==> src/rtl/seq_shift_add_mult_if.sv <==
// rtl/seq_shift_add_mult_if.sv - start/busy/done handshake and operand/product bus for the shift-add multiplier
interface seq_shift_add_mult_if #(
  parameter int N = 4
);
  logic           start;
  logic [N-1:0]   a;
  logic [N-1:0]   b;
  logic           busy;
  logic           done;
  logic [2*N-1:0] product;

  modport master (
    output start, a, b,
    input  busy, done, product
  );

  modport slave (
    input  start, a, b,
    output busy, done, product
  );
endinterface

==> src/rtl/seq_shift_add_mult.sv <==
// rtl/seq_shift_add_mult.sv - unsigned N x N sequential shift-and-add multiplier around one ripple adder
// Optional macro MULT_EARLY_EXIT_EN: zero operand skips the RUN iterations and finishes in one cycle.
module param_adder #(
  parameter int N = 4
) (
  input  logic [N-1:0] a,
  input  logic [N-1:0] b,
  input  logic         c_in,
  output logic [N-1:0] sum,
  output logic         cout
);
  logic [N:0] carry;

  always_comb begin
    carry    = '0;
    sum      = '0;
    carry[0] = c_in;
    for (int i = 0; i < N; i++) begin
      sum[i]       = a[i] ^ b[i] ^ carry[i];
      carry[i + 1] = (a[i] & b[i]) | (carry[i] & (a[i] ^ b[i]));
    end
  end

  assign cout = carry[N];
endmodule

module seq_shift_add_mult #(
  parameter int N = 4
) (
  input logic                clk,
  input logic                rst,
  seq_shift_add_mult_if.slave bus
);
  localparam int CW = $clog2(N) + 1;

  typedef enum logic [1:0] {
    IDLE = 2'd0,
    RUN  = 2'd1,
    DONE = 2'd2
  } state_t;

  state_t         state;
  state_t         state_nxt;
  logic [N-1:0]   mcand;
  logic [N-1:0]   acc_hi;
  logic [N-1:0]   acc_lo;
  logic [CW-1:0]  count;
  logic [2*N-1:0] product_q;
  logic [N-1:0]   addend;
  logic [N-1:0]   sum;
  logic           cout;
  logic           accept;
  logic           last_iter;
  logic           zero_op;
  logic           busy;
  logic           done;
  logic [2*N-1:0] shifted;

  assign addend = acc_lo[0] ? mcand : '0;

  param_adder #(.N(N)) u_adder (
    .a    (acc_hi),
    .b    (addend),
    .c_in (1'b0),
    .sum  (sum),
    .cout (cout)
  );

  // Carry-out becomes the new MSB so the full (N+1)-bit add survives the shift.
  assign shifted   = {cout, sum, acc_lo[N-1:1]};
  assign accept    = (state == IDLE) && bus.start;
  assign last_iter = (count == CW'(N - 1));

`ifdef MULT_EARLY_EXIT_EN
  assign zero_op = (bus.a == '0) || (bus.b == '0);
`else
  assign zero_op = 1'b0;
`endif

  always_ff @(posedge clk) begin
    if (rst) begin
      state <= IDLE;
    end else begin
      state <= state_nxt;
    end
  end

  always_comb begin
    state_nxt = state;
    busy      = 1'b0;
    done      = 1'b0;
    case (state)
      IDLE: begin
        if (bus.start) begin
          state_nxt = zero_op ? DONE : RUN;
        end
      end
      RUN: begin
        busy = 1'b1;
        if (last_iter) begin
          state_nxt = DONE;
        end
      end
      DONE: begin
        busy      = 1'b1;
        done      = 1'b1;
        state_nxt = IDLE;
      end
      default: state_nxt = IDLE;
    endcase
  end

  always_ff @(posedge clk) begin
    if (rst) begin
      mcand     <= '0;
      acc_hi    <= '0;
      acc_lo    <= '0;
      count     <= '0;
      product_q <= '0;
    end else if (accept) begin
      mcand  <= bus.a;
      acc_hi <= '0;
      acc_lo <= bus.b;
      count  <= '0;
      if (zero_op) begin
        product_q <= '0;
      end
    end else if (state == RUN) begin
      {acc_hi, acc_lo} <= shifted;
      count            <= count + 1'b1;
      if (last_iter) begin
        product_q <= shifted;
      end
    end
  end

  assign bus.busy    = busy;
  assign bus.done    = done;
  assign bus.product = product_q;
endmodule

==> src/flat_wrapper.sv <==
// flat-port wrapper written by rule: the top's interface ports become plain ports
module seq_shift_add_mult_flat 
#(
  parameter int N = 4
)
  (clk, rst, bus_start, bus_a, bus_b, bus_busy, bus_done, bus_product);
  seq_shift_add_mult_if #(.N(N)) bus_i ();
  input logic clk;
  input logic rst;
  input wire logic [$bits(bus_i.start)-1:0] bus_start;
  input wire logic [$bits(bus_i.a)-1:0] bus_a;
  input wire logic [$bits(bus_i.b)-1:0] bus_b;
  output wire logic [$bits(bus_i.busy)-1:0] bus_busy;
  output wire logic [$bits(bus_i.done)-1:0] bus_done;
  output wire logic [$bits(bus_i.product)-1:0] bus_product;
  assign bus_i.start = bus_start;
  assign bus_i.a = bus_a;
  assign bus_i.b = bus_b;
  assign bus_busy = bus_i.busy;
  assign bus_done = bus_i.done;
  assign bus_product = bus_i.product;
  seq_shift_add_mult #(.N(N)) u_core (.clk(clk), .rst(rst), .bus(bus_i));
endmodule
==> config.mk <==
export PLATFORM = sky130hd
export DESIGN_NAME = seq_shift_add_mult_flat
export DESIGN_NICKNAME = d
export VERILOG_FILES = /design/src/rtl/seq_shift_add_mult_if.sv /design/src/rtl/seq_shift_add_mult.sv /design/src/flat_wrapper.sv
export SDC_FILE = /design/constraint.sdc
export NUM_CORES = 1
export LEC_CHECK = 0
export BUFFER_PORTS_ARGS = -buffer_cell sky130_fd_sc_hd__buf_2
export CAP_MARGIN = 20
export CELL_PAD_IN_SITES_DETAIL_PLACEMENT = 1
export CELL_PAD_IN_SITES_GLOBAL_PLACEMENT = 1
export CORE_MARGIN = 5
export CORE_UTILIZATION = 45
export CTS_CLUSTER_SIZE = 30
export DETAILED_ROUTE_END_ITERATION = 10
export PLACE_DENSITY = 0.82
export SLEW_MARGIN = 10
export SYNTH_ARGS = -nofsm -noshare
export SYNTH_HDL_FRONTEND = slang
export SYNTH_HIERARCHICAL = 1
export SYNTH_SLANG_ARGS = --single-unit
==> constraint.sdc <==
create_clock -name clk -period 6 [get_ports clk]
set_clock_uncertainty 0.05 [all_clocks]
set_input_delay 0.9 -clock clk [delete_from_list [all_inputs] [get_ports clk]]
set_output_delay 0.9 -clock clk [all_outputs]
set_load 0.01 [all_outputs]
==> reports/results.ini, run 1 <==
[clock_network]
path_clk_slew_ps = 150
cts_tree = built
clk-insertion-delay-late_ps = 330
clockRootBuffer = clkbuf_4
cts_setup_buffers = 0
hold_buffers = 0
cts_max_level = 1
clk_path_buf_depth = 2
cts_buffers = 3
clkSinkCount = 25
cts_resized = 0

[global_routing]
first_global_vias = 1008
grt_max_degree = 29
grt_pass1_wl_microns = 4395
antenna_found_initial = 0
track_usage_pct = 13.83
grt-ovfl-total = 0

[synth]
synth_compound_area_share_pct = 5.336
ys_types = 23
yosysSeqAreaShare_pct = 39.53
synth_fa_ha_area_share_pct = 12.25
yosysTopAreaCell = dfxtp_1
synth_xor_area_share_pct = 0.6917
syn_nets = 155
synth_top_family_by_area = simple AND/OR/NAND/NOR gates
synth_mux_area_share_pct = 14.23
synth-seq-cells = 25
syn-cell-area_sq_mm = 0.001266
synth-simple-area-share_pct = 20.26
synth_top_area_share_pct = 39.53
ys_warn_count = 6
synthCells = 134
ys_top_cells_by_area = dfxtp_1 (40%), mux2i_1 (14%), nand2b_1 (9.4%)
avgSynthCellArea_sq_um = 9.449

[drt]
firstDrtPassIters = 3
post_drt_wl_per_cell_microns = 13.82
drc = 0
top_layer = met4
met3_length_microns = 110
dr_wl_met2_microns = 1278
drt-met1-wl_microns = 1079
dr_total_vias = 900
wl_microns = 2516
viasPerCell = 4.945
postRouteAntennaNets = 0
drt-initial-drc-count = 16

[finish]
diodes = 0
final_common_cell = dfxtp_1
fin_nets = 173
post-route-util_pct = 50.98
num-fill-cells = 332
final_cell_mix = dfxtp_1 (25), buf_2 (20), nand2b_1 (19)
layout-drive-gt1-share_pct = 17.22
syn2layout_area_growth_pct = 10.08

[timing]
fmax_mhz = 412.7
rsz0062_at_grt = no
finalHoldViolCount = 0
setup_viol = 0
drv_slew = 0
tightest_slew_ps = 786.4
fin_tns_setup_ps = 0
finalCriticalPeriod_ps = 2423
finalCritPeriodShare_pct = 40.39
slew_headroom_pct = 47.57

[critical_path]
cpPeakStageDelay_ps = 400
required_ps = 6200
crit_path_max_fanout = 5
critical_path_class = flip-flop to flip-flop
crit_family = adder cells
path_cells = and2_1 -> fa_1 -> inv_1 -> fa_1 -> inv_1 -> fa_1 -> inv_1 -> fa_1 -> inv_1 -> nand2b_1 -> mux2i_1
cp_slowest_cell = fa_1
end_kind = flip-flop
crit_buf_inv = 4
crit_path_start_kind = flip-flop
critPathArrivalTime_ps = 2630

[die]
core_area_sq_mm = 0.002734
start_util_pct = 46.32
core.rowCount = 19
die_area_sq_mm = 0.003975
die_width_microns = 63.05
dieHeight_microns = 63.05
ios = 21

[power]
vdd_ir_drop_max_v = 0.0001927
p_comb_share_pct = 27.1
p_per_area_mw_per_mm2 = 266.0
power.internal_mw = 0.2499
power_mw = 0.3708
p_seq_share_pct = 51.8
switching_share_pct = 32.59
p_sw_mw = 0.1208
p_clk_share_pct = 21.1
leakage_nw = 0.5795

[outcome]
outcome = complete, no violations

[place]
dpl.hpwl_microns = 1930
place.gp.congestion = 0.7315
port_buffers = 20

[worst_hold_path]
hold_path_class = flip-flop to flip-flop

[flow_run]
drv_cap = 0

## power groups by stage
stage | Combinational [mW] | Clock [mW] | Sequential, mW
final | 0.100 | 0.0782 | 0.192
after global routing | 0.112 | 0.0877 | 0.194
after CTS | 0.103 | 0.0821 | 0.192
after detailed placement | 0.102 | 0 | 0.196
after global placement | 0.0958 | 0 | 0.194
after floorplan | 0.0840 | 0 | 0.192
## metal layers
| layer | vias up | track usage [%] |
|---|---|---|
| met4 | 0 | 7.162 |
| li1 | 458 | - |
| met3 | 4 | 2.698 |
| met1 | 422 | 14.82 |
| met2 | 16 | 25.13 |
| met5 | - | 0 |
## cell families (layout without fill, tap and decap cells)
group	Yosys count	after routing
other cells	1	1
buf+inv	21	38
xor+xnor	1	1
mux	18	18
simple gates	47	47
compound gates	11	11
fa+ha+maj	10	10
flops	25	25
## cell type report
class / count / area, sq um / share of cell area [%]
clock buffers: 3 / 22.52 / 1.616
clock inverters: 1 / 7.507 / 0.5386
inverters: 14 / 52.55 / 3.770
multi-input cells: 88 / 671.9 / 48.20
flip-flops and latches: 25 / 500.5 / 35.91
well taps: 31 / 38.79 / 2.783
repair buffers: 20 / 100.1 / 7.181
## sequential cells by signal, summed over array words and instances (netlist names)
signal	flops
u_core/bus.product	8
u_core/acc_hi	4
u_core/state	2
u_core/mcand	4
u_core/acc_lo	4
u_core/count	3
## cells in the mapped netlist
master    instances
dfxtp_1          25
nand2b_1         19
mux2i_1          18
inv_1            14
nor2_1           12
ha_1              6
a211oi_1          5
a21oi_1           5
and2_1            4
fa_1              4
nand2_1           4
nand3_1           4
buf_2             3
clkbuf_1          2
and2b_1           1
and3_4            1
buf_4             1
buf_6             1
conb_1            1
nand2_2           1
nor3b_1           1
o21ai_0           1
xnor2_1           1
## worst paths after layout
path | slack, ps | cells after the start | startpoint | endpoint
worst max-delay path | 3580 | 11 | u_core/acc_lo[0]$_SDFFE_PP0P_ | u_core/bus.product[6]$_SDFFE_PP0P_
worst min-delay path | 420 | 2 | u_core/mcand[0]$_SDFFE_PP0P_ | u_core/mcand[0]$_SDFFE_PP0P_
worst max register to register | 3580 | 11 | u_core/acc_lo[0]$_SDFFE_PP0P_ | u_core/bus.product[6]$_SDFFE_PP0P_
worst min register to register | 420 | 2 | u_core/mcand[0]$_SDFFE_PP0P_ | u_core/mcand[0]$_SDFFE_PP0P_
## worst register-to-register path: stages, from the launching register on
cell and delay, ps:
dfxtp_1 360, and2_1 180, fa_1 380, inv_1 80
fa_1 160, inv_1 50, fa_1 350, inv_1 70
fa_1 400, inv_1 80, nand2b_1 50, mux2i_1 120
## stage by stage
step | area, sq um | hold WS, ps | setup WS, ps | cells
floorplan | 1266 | 381.7 | 3757 | 134
global placement | 1364 | 391.3 | 3698 | 178
detailed placement | 1364 | 407.3 | 3607 | 178
CTS | 1394 | 426.8 | 3557 | 182
global route | 1394 | 453.0 | 3434 | 182
finish | 1394 | 424.6 | 3577 | 182
Note: power is estimated with default switching activity, not from simulation.
==> run 2: changes to the inputs <==
Settings changed: CORE_UTILIZATION 45 to 37, PLACE_DENSITY 0.82 to 0.72.
Clock period 6 ns to 2.05 ns, I/O delays scaled along.
==> run 2 against run 1 <==
- the run now ends with setup timing left
- sequential power rose to 2.9 times the previous value
- design area grew 3.1%
- routed wire length down 4.5%
- via count up 2.2%
==> reports/results.ini, run 2 (synthesis gave the netlist of run 1 again) <==
[global_routing]
track_usage_pct = 11.61  ; -2.2 points
grt_max_degree = 29  ; unchanged
first_global_vias = 932  ; -7.5%
grt-ovfl-total = 0  ; unchanged
antenna_found_initial = 0  ; unchanged
grt_pass1_wl_microns = 4091  ; -6.9%

[clock_network]
path_clk_slew_ps = 140  ; about the same
cts_tree = built
hold_buffers = 0  ; unchanged
cts_max_level = 1  ; unchanged
clk-insertion-delay-late_ps = 320  ; about the same
clkSinkCount = 25  ; unchanged
cts_buffers = 3  ; unchanged
clockRootBuffer = clkbuf_4
clk_path_buf_depth = 2  ; unchanged

[drt]
dr_total_vias = 920  ; +2.2%
post_drt_wl_per_cell_microns = 12.08  ; -13%
drt-initial-drc-count = 26  ; +10
viasPerCell = 4.623  ; -6.5%
drc = 0  ; unchanged
wl_microns = 2404  ; -4.5%
postRouteAntennaNets = 0  ; unchanged
firstDrtPassIters = 4  ; +1

[place]
port_buffers = 20  ; unchanged
placed_area_sq_mm = 0.001410  ; +3.4%
dpl.hpwl_microns = 1834  ; -5.0%
post-place-cells = 195  ; +9.6%
place.gp.congestion = 0.6731  ; -8.0%

[die]
start_util_pct = 37.95  ; -8.4 points
core_area_sq_mm = 0.003337  ; +22%
die_width_microns = 68.50  ; +8.7%
core.rowCount = 21  ; +2
dieHeight_microns = 68.50  ; +8.7%
ios = 21  ; unchanged
die_area_sq_mm = 0.004692  ; +18%

[timing]
finalCritPeriodShare_pct = 108.1  ; +68 points
drv_slew = 0  ; unchanged
rsz0062_at_grt = yes
fmax_mhz = 451.1  ; +9.3%
setup_viol = 2  ; +2
finalHoldViolCount = 0  ; unchanged
finalWorstSetupSlack_ps = -166.7  ; -3743 ps
finalCriticalPeriod_ps = 2217  ; -206.5 ps

[worst_hold_path]
hold_path_class = input port to flip-flop

[finish]
seqCellArea_sq_um = 504.2  ; +0.75%
multi_input_area_sq_um = 681.9  ; +1.5%
fin_nets = 175  ; +1.2%
final_cell_mix = dfxtp_1 (22), buf_2 (20), nand2b_1 (19)
final_common_cell = dfxtp_1
layout-drive-gt1-share_pct = 24.18  ; +7.0 points
design_area_sq_mm = 0.001438  ; +3.1%
largest_reg_flops = 8  ; unchanged
final_cells = 199  ; +9.3%
diodes = 0  ; unchanged
syn2layout_area_growth_pct = 13.54
num-fill-cells = 399  ; +20%
post-route-util_pct = 43.08  ; -7.9 points

[outcome]
violations = setup timing
outcome = finished, violations left

[critical_path]
crit_path_start_kind = flip-flop
critical_path_class = flip-flop to flip-flop
end_kind = flip-flop
required_ps = 2260  ; -3940 ps
crit_path_max_fanout = 2  ; -3
critPathArrivalTime_ps = 2430  ; -200 ps
r2r_slack_ps = -170  ; -3740 ps

[flow_run]
drv_cap = 0  ; unchanged

[power]
vdd_ir_drop_max_v = 0.0003278  ; +70%
leakage_nw = 0.5883  ; +1.5%
p_per_area_mw_per_mm2 = 760.9  ; +190%

==> run 2: cell types whose count changed in the layout (fill, tap and decap cells not counted) <==
cell	previous run	this run
dfxtp_1	25	22
dfxtp_2	0	3
fa_1	4	1
fa_2	0	3
inv_1	14	11
inv_2	0	3
buf_4	0	2
and2_1	4	3
and2_4	0	1
clkbuf_1	0	1
clkinvlp_4	1	0
==> run 2: area by class of cell <==
| class | instances | share of cell area [%] |
|---|---|---|
| clock buffers | 4 | 1.828 |
| flip-flops and latches | 25 | 35.07 |
| multi-input cells | 88 | 47.43 |
| repair buffers | 22 | 8.007 |
| inverters | 14 | 3.655 |
| well taps | 46 | 4.003 |
==> run 2: timing repair <==
item	4_1_cts	5_1_grt
cloned	0	0
buffers inserted	0	0
gates resized for setup	0	2
pin swaps	1	1
endpoints found under the setup margin	2	4
==> run 2: power breakdown <==
part           internal [mW]  switching [mW]  total [mW]  leakage [nW]
clock network         0.0761           0.143       0.219        0.0150
logic                  0.138           0.174       0.312         0.369
registers              0.531          0.0310       0.562         0.205
==> run 2: worst paths after layout <==
| path | endpoint | depth (start not counted) | from |
|---|---|---|---|
| min | u_core/mcand[1]$_SDFFE_PP0P_ | 3 | bus_a[1] |
| max | u_core/bus.product[6]$_SDFFE_PP0P_ | 11 | u_core/acc_lo[0]$_SDFFE_PP0P_ |
| max reg2reg | u_core/bus.product[6]$_SDFFE_PP0P_ | 11 | u_core/acc_lo[0]$_SDFFE_PP0P_ |
| min reg2reg | u_core/mcand[0]$_SDFFE_PP0P_ | 2 | u_core/mcand[0]$_SDFFE_PP0P_ |
==> run 2: per-layer routing <==
layer / vias up / global-route usage (%) / wire (microns)
met5: - / 0 / 0
met4: 0 / 4.467 / 41
met3: 5 / 2.755 / 120
met2: 18 / 20.98 / 1162
met1: 438 / 13.03 / 1079
li1: 459 / - / -
==> run 2: per-stage QoR <==
step	power [mW]	hold slack [ps]	setup slack [ps]	TNS [ps]
2_1_floorplan	0.8119	381.7	-14.72	-14.72
3_3_place_gp	0.8668	396.5	-138.1	-241.2
3_5_place_dp	0.8905	402.1	-179.3	-325.6
4_1_cts	1.115	168.5	-185.3	-333.3
5_1_grt	1.172	160.7	-275.5	-598.0
6_report	1.094	184.6	-166.7	-314.2
==> run 2: critical path: stages (launching register included) <==
cell and delay (ps):
dfxtp_2 340, and2_4 150, fa_2 330, inv_2 60, fa_2 180, inv_2 40
fa_2 320, inv_2 60, fa_1 400, inv_1 80, nand2b_1 60, mux2i_1 120
